File: src/rtl/memwb_stage.sv
`default_nettype none
// +----------------------------------------------------------------------------+
// | memwb_stage : MEM/WB pipeline register with load-data extraction           |
// |   Optional retire counter enabled by macro MEMWB_RETIRE_CNT_EN.            |
// | Revision    : 1.0                                                          |
// +----------------------------------------------------------------------------+
module memwb_stage #(
  parameter int DATA_W = 32,
  parameter int REG_AW = 5,
  parameter int CNT_W  = 32
) (
  input  logic              clk_i,
  input  logic              rst_i,
  input  logic              stall_i,
  input  logic              flush_i,
  input  logic              valid_i,
  input  logic              RegWrite_i,
  input  logic              MemtoReg_i,
  input  logic [2:0]        funct3_i,
  input  logic [1:0]        addr_lo_i,
  input  logic [DATA_W-1:0] ALUout_i,
  input  logic [DATA_W-1:0] MEMdata_i,
  input  logic [REG_AW-1:0] WRRD_i,
  output logic              valid_o,
  output logic              RegWrite_o,
  output logic              MemtoReg_o,
  output logic [REG_AW-1:0] WRRD_o,
  output logic [DATA_W-1:0] ALUout_o,
  output logic [DATA_W-1:0] MEMdata_o,
  output logic [DATA_W-1:0] WBdata_o
`ifdef MEMWB_RETIRE_CNT_EN
  ,
  output logic [CNT_W-1:0]  retire_cnt_o
`endif
);

  logic              r_valid;
  logic              r_regwrite;
  logic              r_memtoreg;
  logic [REG_AW-1:0] r_wrrd;
  logic [DATA_W-1:0] r_aluout;
  logic [DATA_W-1:0] r_memdata;

  logic [31:0]       w_word;
  logic [7:0]        w_byte;
  logic [15:0]       w_half;
  logic [DATA_W-1:0] w_load;
  logic              w_load_en;

  assign w_load_en = !rst_i && !flush_i && !stall_i;

  // Halfword select ignores addr_lo_i[0]; misaligned halves are not flagged.
  always_comb begin
    w_word = MEMdata_i[31:0];
    w_half = addr_lo_i[1] ? w_word[31:16] : w_word[15:0];
    w_byte = w_word[7:0];
    case (addr_lo_i)
      2'd0:    w_byte = w_word[7:0];
      2'd1:    w_byte = w_word[15:8];
      2'd2:    w_byte = w_word[23:16];
      default: w_byte = w_word[31:24];
    endcase
    w_load = MEMdata_i;
    case (funct3_i)
      3'b000:  w_load = DATA_W'($signed(w_byte));
      3'b001:  w_load = DATA_W'($signed(w_half));
      3'b010:  w_load = DATA_W'($signed(w_word));
      3'b100:  w_load = DATA_W'(w_byte);
      3'b101:  w_load = DATA_W'(w_half);
      default: w_load = MEMdata_i;
    endcase
  end

  always_ff @(posedge clk_i) begin
    if (rst_i || flush_i) begin
      r_valid    <= 1'b0;
      r_regwrite <= 1'b0;
      r_memtoreg <= 1'b0;
      r_wrrd     <= '0;
      r_aluout   <= '0;
      r_memdata  <= '0;
    end else if (!stall_i) begin
      r_valid    <= valid_i;
      r_regwrite <= RegWrite_i && valid_i && (WRRD_i != '0);
      r_memtoreg <= MemtoReg_i && valid_i;
      r_wrrd     <= WRRD_i;
      r_aluout   <= ALUout_i;
      r_memdata  <= w_load;
    end
  end

`ifdef MEMWB_RETIRE_CNT_EN
  logic [CNT_W-1:0] r_retire_cnt;

  always_ff @(posedge clk_i) begin
    if (rst_i) begin
      r_retire_cnt <= '0;
    end else if (w_load_en && valid_i) begin
      r_retire_cnt <= r_retire_cnt + 1'b1;
    end
  end

  assign retire_cnt_o = r_retire_cnt;
`else
  logic w_unused_load_en;
  assign w_unused_load_en = w_load_en;
`endif

  assign valid_o    = r_valid;
  assign RegWrite_o = r_regwrite;
  assign MemtoReg_o = r_memtoreg;
  assign WRRD_o     = r_wrrd;
  assign ALUout_o   = r_aluout;
  assign MEMdata_o  = r_memdata;
  assign WBdata_o   = r_memtoreg ? r_memdata : r_aluout;

endmodule
`default_nettype wire

File: config.mk
export PLATFORM = sky130hd
export DESIGN_NAME = memwb_stage
export DESIGN_NICKNAME = d
export VERILOG_FILES = /design/src/rtl/memwb_stage.sv
export SDC_FILE = /design/constraint.sdc
export NUM_CORES = 1
export LEC_CHECK = 0
export CORE_MARGIN = 10
export CORE_UTILIZATION = 44
export CTS_BUF_LIST = sky130_fd_sc_hd__clkbuf_8
export DETAILED_ROUTE_END_ITERATION = 7
export GPL_ROUTABILITY_DRIVEN = 0
export PLACE_DENSITY_LB_ADDON = 0.3
export SKIP_LAST_GASP = 1
export SLEW_MARGIN = 20
export SYNTH_ARGS = -nofsm -noshare
export SYNTH_HDL_FRONTEND = slang
export SYNTH_SLANG_ARGS = --single-unit
File: constraint.sdc
create_clock -name clk_i -period 4.2 [get_ports clk_i]
set_clock_uncertainty 0.15 [all_clocks]
set_input_delay 0.42 -clock clk_i [delete_from_list [all_inputs] [get_ports clk_i]]
set_output_delay 0.42 -clock clk_i [all_outputs]
set_load 0.01 [all_outputs]
==> flow_metrics.env <==
export IMPL_status="finished clean"
export IMPL_cp_end_kind="output port"
export IMPL_area_growth_pct=56.5
export IMPL_drt_pass1_iter_count=4
export IMPL_die_h_um=110
export IMPL_mappedNetlistNets=477
export IMPL_ys_async_sr_fraction=0
export IMPL_postRouteAntennaNets=0
export IMPL_worstPathMaxFanout=34
export IMPL_p_per_area_mw_per_mm2=282
export IMPL_max_freq_mhz=368
export IMPL_maxCapViolations=0
export IMPL_p_leak_nw=2.20
export IMPL_hp_class="reg2reg"
export IMPL_grt_pass1_wl_mm=19.2
export IMPL_synth_warnings=0
export IMPL_syn_inst=396
export IMPL_clockBufferDepth=2
export IMPL_path_class="reg2out"
export IMPL_cts_hold_buf=0
export IMPL_worstMarginPinSlew_ns=0.844
export IMPL_synth_common_cells="72 x dfxtp_1, 47 x nor2_1, 45 x mux2i_1"
export IMPL_critPathLaunchType="register"
export IMPL_required_ns=3.63
export IMPL_drtIter0Drc=152
export IMPL_die_area_mm2=0.0121
export IMPL_die_w_um=110
export IMPL_coreArea_mm2=0.00781
export IMPL_fillers=628
export IMPL_drive_gt1_frac=0.112
export IMPL_portBuffers=184
export IMPL_slew_headroom=0.437
export IMPL_yosysTopAreaCell="dfxtp_1"
export IMPL_setup_violations=0
export IMPL_num_vias=3588
export IMPL_ios=185
export IMPL_synth_most_common_cell="dfxtp_1"
export IMPL_wl_per_cell_um=19.2
export IMPL_grt_max_degree=53
export IMPL_rsz0062_at_grt="false"
export IMPL_grt_overflow=0
export IMPL_insertion_delay_ns=0.34
export IMPL_drc=0
export IMPL_grt_pass1_vias=3531
export IMPL_syn_area_per_cell_um2=9.00
export IMPL_setup_ws_ns=1.48
export IMPL_routed_wl_mm=12.8
export IMPL_routed_via_density=5.38
export IMPL_rows=32
export IMPL_slew_violations=0
export IMPL_ys_types=34
export IMPL_final_net_count=641
export IMPL_ir_worst_vdd_v=0.000157
export IMPL_yosysSeqAreaShare=0.404
export IMPL_htreeDepth=3
export IMPL_cts_root_buf="clkbuf_8"
export IMPL_synth_edf_count=0
export IMPL_worst_r2r_setup_slack_ns=2.78
export IMPL_min_period_ns=2.72
export IMPL_yosysTopAreaCellShare=0.404
export IMPL_antenna_found_initial=0
export IMPL_yosys_most_used_dff="dfxtp_1"
export IMPL_period_share=0.647
export IMPL_synthTopCellsByArea="dfxtp_1 40%, mux2i_1 13%, mux2_2 10%, nor2_1 4.9%, o21ai_0 4.6%"
export IMPL_dp_slack_ns=1.35
export IMPL_cts_sinks=72
export IMPL_cts_tree="done"
export IMPL_fin_tns_setup_ns=0
export IMPL_cts_resized=0
export IMPL_start_util=0.457
export IMPL_ys_ff_latch=72
export IMPL_synth_cell_area_mm2=0.00356
export IMPL_grtUsageTotal=0.201
export IMPL_cts_made_buffers=9
export IMPL_clkTransAtPathRegs_ns=0.08
export IMPL_cp_arrival_ns=2.15
export IMPL_antennaDiodeCount=0
export IMPL_hold_slack_ns=0.338
export IMPL_dpl_hpwl_mm=9.63
export IMPL_hold_viol=0
export IMPL_cts_setup_buffers=0
==> final timing paths <==
path	startpoint	to	cells past startpoint
max reg2reg	MemtoReg_o$_SDFFE_PP0N_	MemtoReg_o$_SDFFE_PP0N_	2
min reg2reg	RegWrite_o$_SDFFE_PP0N_	RegWrite_o$_SDFFE_PP0N_	2
min	RegWrite_o$_SDFFE_PP0N_	RegWrite_o$_SDFFE_PP0N_	2
max	MemtoReg_o$_SDFFE_PP0N_	WBdata_o[5]	2
==> sequential cells by signal, summed over array words and instances, names as in the netlist <==
register	flops
ALUout_o	32
valid_o	1
WRRD_o	5
MEMdata_o	32
MemtoReg_o	1
RegWrite_o	1
==> cells by family (layout without fill, tap and decap cells) <==
family,count (synthesis),after routing,synth area share
AO/OA/AOI/OAI,111,111,0.191
buffers and inverters,37,206,0.0488
flip-flops,72,72,0.404
multiplexers,79,79,0.235
AND/OR/NAND/NOR,97,97,0.121
==> worst max-delay path, cell delays in order, from the launching register on <==
cell and delay, ns:
dfxtp_2 0.88, mux2_2 0.41, clkdlybuf4s50_1 0.51
==> report_power, final <==
group | internal, mW | switching, mW | total, mW
clock | 0.233 | 0.278 | 0.511
combinational | 0.186 | 0.147 | 0.332
sequential | 0.708 | 0.0217 | 0.730
total | 1.13 | 0.447 | 1.57
==> through the flow <==
| step | utilization | power, mW | instances | cell area, um2 |
|---|---|---|---|---|
| floorplan | - | 0.893 | 396 | 3560 |
| global placement | 0.691 | 1.07 | 651 | 5390 |
| detailed placement | 0.691 | 1.08 | 651 | 5390 |
| CTS | 0.714 | 1.58 | 667 | 5570 |
| global route | 0.714 | 1.64 | 667 | 5580 |
| finish | 0.714 | 1.57 | 667 | 5580 |
==> layout make-up <==
| type | instances | area (um2) | share of cell area |
|---|---|---|---|
| Timing Repair Buffer | 188 | 1870 | 0.335 |
| Multi-Input combinational cell | 287 | 1950 | 0.350 |
| Tap cell | 102 | 128 | 0.0229 |
| Sequential cell | 72 | 1440 | 0.259 |
| Clock inverter | 6 | 42.5 | 0.00763 |
| Inverter | 2 | 7.51 | 0.00135 |
| Clock buffer | 10 | 138 | 0.0247 |
==> layer usage <==
metal | vias to the layer above | share of wire | track usage | wire length, um
li1 | 1751 | - | - | -
met1 | 1685 | 0.40 | 0.224 | 5050
met2 | 140 | 0.50 | 0.351 | 6350
met3 | 12 | 0.097 | 0.0772 | 1240
met4 | 0 | 0.011 | 0.0576 | 144
met5 | - | 0 | 0 | 0
==> cell usage in the layout (no fill, tap or decap), types with 2 or more instances in the layout <==
cell,netlist,layout
a211oi_1,14,14
a211oi_2,2,2
a21oi_1,31,31
a31oi_1,17,17
and3_1,13,13
buf_4,1,4
clkbuf_8,0,10
clkdlybuf4s50_1,0,183
clkinv_2,0,2
clkinvlp_4,0,2
dfxtp_1,72,71
inv_1,2,2
inv_6,0,2
mux2_2,33,33
mux2i_1,45,45
nand2_1,25,25
nand2b_1,2,2
nand3_1,2,2
nor2_1,47,47
nor2b_1,4,4
o21ai_0,33,33
o21bai_1,6,6
(Power assumes the default switching activity.)
